**src/rtl/irq_pkg.sv**
```systemverilog
// Shared definitions for the interrupt controller and the PC block:
// FSM encoding, default vector layout and the id-width helper.
package irq_pkg;

  typedef enum logic [1:0] {
    IRQ_IDLE    = 2'd0,
    IRQ_REQ     = 2'd1,
    IRQ_SERVICE = 2'd2
  } irq_state_e;

  localparam int unsigned IRQ_VEC_BASE   = 32'h100;
  localparam int unsigned IRQ_VEC_STRIDE = 32'd4;

  // A single source still needs a 1-bit id port.
  function automatic int irq_id_w(input int n);
    return (n > 1) ? $clog2(n) : 1;
  endfunction

endpackage

```
**src/rtl/irq_prio_enc.sv**
```systemverilog
// Lowest-index-wins priority encoder: valid flag plus index of the first set bit.
module irq_prio_enc #(
  parameter int N  = 8,
  parameter int IW = 3
) (
  input  logic [N-1:0]  req_i,
  output logic          vld_o,
  output logic [IW-1:0] idx_o
);

  always_comb begin
    vld_o = |req_i;
    idx_o = '0;
    for (int i = N - 1; i >= 0; i--) begin
      if (req_i[i]) idx_o = IW'(i);
    end
  end

endmodule

```
**src/rtl/irq_ctrl.sv**
```systemverilog
// Prioritised multi-source interrupt controller with ack/EOI handshake.
// Define IRQ_NEST_EN to let a higher-priority source pre-empt one in service.
module irq_ctrl
  import irq_pkg::*;
#(
  parameter int                NUM_SRC    = 8,
  parameter int                ADDR_W     = 9,
  parameter int unsigned       VEC_BASE   = IRQ_VEC_BASE,
  parameter int unsigned       VEC_STRIDE = IRQ_VEC_STRIDE,
  parameter logic [NUM_SRC-1:0] EDGE_MODE = '1,
  localparam int               IW         = irq_id_w(NUM_SRC)
) (
  input  logic               clk,
  input  logic               reset,
  input  logic [NUM_SRC-1:0] irq_in,
  input  logic               mask_we,
  input  logic [NUM_SRC-1:0] mask_wdata,
  output logic               isr,
  output logic [ADDR_W-1:0]  isr_vec,
  output logic [IW-1:0]      isr_id,
  input  logic               isr_ack,
  input  logic               eoi,
  output logic [NUM_SRC-1:0] pending,
  output logic [NUM_SRC-1:0] in_service
);

  irq_state_e         state_q, state_d;
  logic [NUM_SRC-1:0] hist_q, epend_q, epend_d, mask_q, ins_q, ins_d;
  logic [NUM_SRC-1:0] cand, eclr;
  logic               isr_q, isr_d;
  logic [IW-1:0]      id_q, id_d;
  logic [ADDR_W-1:0]  vec_q, vec_d;
  logic               cand_vld, ins_vld;
  logic [IW-1:0]      cand_idx, ins_idx;

  function automatic logic [ADDR_W-1:0] vec_of(input logic [IW-1:0] id);
    return ADDR_W'(VEC_BASE + VEC_STRIDE * 32'(id));
  endfunction

  // Level sources bypass the latch so that a dropped line withdraws at once.
  assign pending    = (epend_q & EDGE_MODE) | (irq_in & ~EDGE_MODE);
  assign cand       = pending & mask_q;
  assign in_service = ins_q;
  assign isr        = isr_q;
  assign isr_id     = id_q;
  assign isr_vec    = vec_q;

  irq_prio_enc #(.N(NUM_SRC), .IW(IW)) u_cand_enc (
    .req_i (cand),
    .vld_o (cand_vld),
    .idx_o (cand_idx)
  );

  irq_prio_enc #(.N(NUM_SRC), .IW(IW)) u_ins_enc (
    .req_i (ins_q),
    .vld_o (ins_vld),
    .idx_o (ins_idx)
  );

  always_comb begin
    state_d = state_q;
    ins_d   = ins_q;
    id_d    = id_q;
    vec_d   = vec_q;
    eclr    = '0;
    case (state_q)
      IRQ_IDLE: begin
        if (cand_vld) begin
          state_d = IRQ_REQ;
          id_d    = cand_idx;
          vec_d   = vec_of(cand_idx);
        end
      end
      IRQ_REQ: begin
        if (isr_ack) begin
          ins_d[id_q] = 1'b1;
          eclr[id_q]  = EDGE_MODE[id_q];
          state_d     = IRQ_SERVICE;
        end else if (!cand[id_q]) begin
          // Withdrawn: fall back to whatever is still being serviced.
          state_d = (ins_q != '0) ? IRQ_SERVICE : IRQ_IDLE;
        end
      end
      IRQ_SERVICE: begin
        if (eoi && ins_vld) begin
          ins_d[ins_idx] = 1'b0;
          if (ins_d == '0) state_d = IRQ_IDLE;
        end
`ifdef IRQ_NEST_EN
        else if (cand_vld && (cand_idx < ins_idx)) begin
          state_d = IRQ_REQ;
          id_d    = cand_idx;
          vec_d   = vec_of(cand_idx);
        end
`endif
      end
      default: state_d = IRQ_IDLE;
    endcase
    // A fresh edge beats an ack-clear landing in the same cycle.
    epend_d = (epend_q & ~eclr) | (irq_in & ~hist_q & EDGE_MODE);
    isr_d   = (state_d == IRQ_REQ);
  end

  always_ff @(posedge clk or negedge reset) begin
    if (!reset) begin
      state_q <= IRQ_IDLE;
      hist_q  <= '0;
      epend_q <= '0;
      mask_q  <= '0;
      ins_q   <= '0;
      isr_q   <= 1'b0;
      id_q    <= '0;
      vec_q   <= '0;
    end else begin
      state_q <= state_d;
      hist_q  <= irq_in;
      epend_q <= epend_d;
      if (mask_we) mask_q <= mask_wdata;
      ins_q   <= ins_d;
      isr_q   <= isr_d;
      id_q    <= id_d;
      vec_q   <= vec_d;
    end
  end

endmodule

```
**config.mk**
```make
export PLATFORM = sky130hd
export DESIGN_NAME = irq_ctrl
export DESIGN_NICKNAME = d
export VERILOG_FILES = /design/src/rtl/irq_pkg.sv /design/src/rtl/irq_prio_enc.sv /design/src/rtl/irq_ctrl.sv
export SDC_FILE = /design/constraint.sdc
export NUM_CORES = 1
export LEC_CHECK = 0
export CAP_MARGIN = 40
export CORE_MARGIN = 1.5
export CORE_UTILIZATION = 37
export CTS_CLUSTER_SIZE = 20
export DETAILED_ROUTE_END_ITERATION = 16
export MAX_ROUTING_LAYER = met4
export PLACE_DENSITY = 0.64
export SYNTH_ARGS = -nofsm -noshare
export SYNTH_HDL_FRONTEND = slang
export SYNTH_SLANG_ARGS = --single-unit
```
**constraint.sdc**
```tcl
create_clock -name clk -period 1.56 [get_ports clk]
set_input_delay 0.312 -clock clk [delete_from_list [all_inputs] [get_ports clk]]
set_output_delay 0.312 -clock clk [all_outputs]
set_load 0.1 [all_outputs]
```
==> out/summary.md <==
The minimum clock period after layout came out at 1.70 ns. The number of detailed-route iterations in the first pass came out at 4. Max-cap violations in this run came to 0. The H-tree was split into 2 levels. The run finished, with violations left. The via count of the routed design was 1629. The average wire per cell in the routed design was 14.3 um; the remaining global-route overflow was 0. Setup violations remaining at the end of the flow were counted as 8. The remaining antenna violation count is 0. The total DRC errors in the routed layout is 0.

The critical path in this run is classified as register to register. The I/O pin total was 50; the signed area change from the synthesized netlist to the final layout was 68.4%. Summed over all cells, the static leakage comes to 1.38 nW. For the number of warnings reported in the yosys synthesis log, the log shows 0. The finished cells cover 0.00309 mm^2.

Derived from the worst setup path, the maximum achievable clock frequency is 587 MHz. Once placement finished, the instance area stood at 0.00289 mm^2. The post-route worst setup slack was -0.144 ns; the worst hold slack after final layout was 0.415 ns. Of all flip-flops after synthesis, the portion carrying an async set or reset was 100%.

STA puts the critical path data required time at 1.73 ns. The clock slew at the register clock pins of the worst setup and hold paths was 0.08 ns; the number of register bits inferred by synthesis was 39. Power spread over the standard cell area amounts to 2440 mW/mm^2.

The number of antenna diodes in the final layout is 0. STA classifies the critical path endpoint as a register. The die outline area was 0.00538 mm^2.

The most instantiated flip-flop cell in the synthesis netlist was sky130_fd_sc_hd__dfrtp_1. In this run the vertical extent of the chip is 73.4 um. The filler cells instantiated in the layout total 405. The number of hold violations in the final report is 0, and the final routed wirelength across all metal layers is 4740 um.

Across the routed clock network, the largest skew measured is 0.00696 ns. The logs give -0.167 ns for the worst setup slack after placement and 87 for the number of design-rule violations left by the first detailed-router iteration. For the first-pass GRT wire length, the log shows 7800 um.

For the worst-skew pair, the clock arrives at the later sink with an insertion delay of 0.29 ns. Dividing the detail-routed via count by the number of cells gives 4.92. Via count of the first global-routing pass: 1637. The worst setup path is launched from a register. In this run, distinct cell masters in the synthesized netlist total 41.

The path class of the tightest hold or removal check is register to register. After technology mapping, the gate count stands at 182. The count of buffers added on input and output ports is 44. No sink is reached through more buffers than the 2 on the longest clock path.

The area of the mapped netlist came out at 0.00183 mm^2. Overall power consumption after layout is estimated at 7.54 mW. The row count was 25. Setup repair after global routing could not meet its margin everywhere. The final sum of negative setup slack was -0.362 ns.

From left edge to right edge, the die measures 73.4 um. The core footprint was 0.00475 mm^2. The finished layout holds 331 standard cells, fillers aside. The final reports fail on negative setup slack. In this run the worst path has a maximum fanout of 5. The layout cell share with drive strength beyond 1 works out to 42.4%. CTS placed an instance of sky130_fd_sc_hd__clkbuf_8 at the clock tree root. The logs give 19.6% for the total global routing track utilization and 39 for the clock sink count. TritonCTS built the clock tree. Pin count of the biggest net entering global routing: 18. The share of the Yosys chip area taken by registers is 53.3%. Across the VDD grid, the largest voltage drop is 0.00136 V. For the number of buffers created by CTS, the log shows 5.

The average instance area after synthesis works out to 10.1 um^2. The cell total after placement was 319; the count of flip-flops with a built-in enable after synthesis was 0. The part of the cycle the worst path needs came out at 109%. For this run, the share of the core covered by cells in the final layout is 64.9%.

For the final-report max-slew violation count, the log shows 0. The logs give 0.943 for the weighted congestion at the end of routability-driven global placement and 1.87 ns for the signal arrival time at the worst endpoint. Once the floorplan was initialized, standard cells occupied 38.5% of the core. The initial antenna violation count is 0. The wire-length estimate of the detail-placed layout is 3610 um.

The number of nets in the layout is 284.
[synthesized netlist by cell type (3+ instances only)]
| library cell | instances | area share (%) |
|---|---|---|
| sky130_fd_sc_hd__nand3_1 | 5 | 1.4 |
| sky130_fd_sc_hd__or2_1 | 3 | 1.0 |
| sky130_fd_sc_hd__buf_4 | 8 | 3.3 |
| sky130_fd_sc_hd__nor2_1 | 11 | 2.3 |
| sky130_fd_sc_hd__nand2_1 | 29 | 5.9 |
| sky130_fd_sc_hd__a22o_1 | 5 | 2.4 |
| sky130_fd_sc_hd__nor2b_1 | 4 | 1.4 |
| sky130_fd_sc_hd__mux2_2 | 8 | 4.9 |
| sky130_fd_sc_hd__inv_1 | 15 | 3.1 |
| sky130_fd_sc_hd__a21oi_1 | 7 | 1.9 |
| sky130_fd_sc_hd__dfrtp_1 | 39 | 53 |
| sky130_fd_sc_hd__o21ai_0 | 7 | 1.9 |
| sky130_fd_sc_hd__a221oi_1 | 3 | 1.4 |
[worst max-delay path, cell delays in order, from the launching register on]
cell and delay, ns:
sky130_fd_sc_hd__dfrtp_4 0.51, sky130_fd_sc_hd__or4_4 0.57, sky130_fd_sc_hd__nor2_2 0.10, sky130_fd_sc_hd__a2bb2oi_1 0.08, sky130_fd_sc_hd__a2111oi_2 0.22, sky130_fd_sc_hd__o22ai_1 0.10
[metal layers]
layer  GRT usage [%]  vias up  routed length (um)  share of wire [%]
li1                -      784                   -                  -
met1            26.6      799                2290                 48
met2            30.5       40                2240                 47
met3            3.70        6                 169                3.6
met4            4.94        0                  48                1.0
met5               -        -                   0                  0
[kinds of logic (layout without fill, tap and decap cells)]
group | count (synthesis) | count (layout) | synth area share, %
other cells | 1 | 5 | 0.205
fa+ha+maj | 1 | 1 | 0.615
flops | 39 | 39 | 53.3
buf+inv | 26 | 104 | 7.10
compound gates | 43 | 43 | 17.2
mux | 8 | 8 | 4.92
simple gates | 64 | 64 | 16.7
[cell type report]
type,instances,area (um^2),share of cell area [%]
clock inverter,2,60.1,1.95
timing repair buffer,81,976,31.6
sequential,39,1030,33.5
clock buffer,6,72.6,2.35
inverter,15,56.3,1.82
multi-input combinational,121,805,26.1
tap,67,83.8,2.72
[report_power, final]
| part | internal, mW | switching, mW | total, mW |
|---|---|---|---|
| logic | 1.94 | 2.91 | 4.85 |
| registers | 1.37 | 0.326 | 1.69 |
| clock network | 0.640 | 0.363 | 1.00 |
| total | 3.94 | 3.60 | 7.54 |
[cell usage in the layout, fill, tap and decap left out, drive strengths merged, types with 2 or more instances in the layout]
cell           netlist  final
mux2                 8      8
buf                 10     61
a22o                 5      5
or2                  4      4
a221oi               3      3
o22ai                2      2
nand2               29     29
dfrtp               39     39
nand3                5      5
a21o                 2      2
a22oi                2      2
nand2b               2      2
clkdlybuf4s50        0     19
a21boi               2      2
bufinv               0      2
conb                 1      5
inv                 15     15
a21oi                7      7
nor2b                4      4
nor3                 2      2
nor2                13     13
o21ai                9      9
clkbuf               1      6
a2111oi              2      2
[path summary, 6_finish.rpt]
| path | cells past startpoint | startpoint | to | slack [ns] |
|---|---|---|---|---|
| hold reg to reg | 1 | hist_q[3] | pending[3] | 0.41 |
| hold / removal | 1 | hist_q[3] | pending[3] | 0.41 |
| min in group asynchronous | 2 | reset | in_service[5] | 0.45 |
| max in group asynchronous | 3 | reset | pending[6] | 0.61 |
| setup / recovery | 5 | in_service[3] | state_q[1] | -0.14 |
| setup reg to reg | 5 | in_service[3] | state_q[1] | -0.14 |
[flip-flops by register name, indices dropped and copies added, names as in the netlist]
signal / cells
isr_vec: 2
isr: 1
pending: 8
hist_q: 8
mask_q: 8
in_service: 8
isr_id: 2
state_q: 2
[repair_timing]
item | in CTS | in global routing
gates resized for setup | 0 | 6
hold buffers | 1 | 0
buffers inserted | 2 | 1
pin swaps | 1 | 4
cloned | 0 | 0
endpoints found under the hold margin | 12 | 0
endpoints found under the setup margin | 8 | 17
Power figures use the tool's default switching activity.
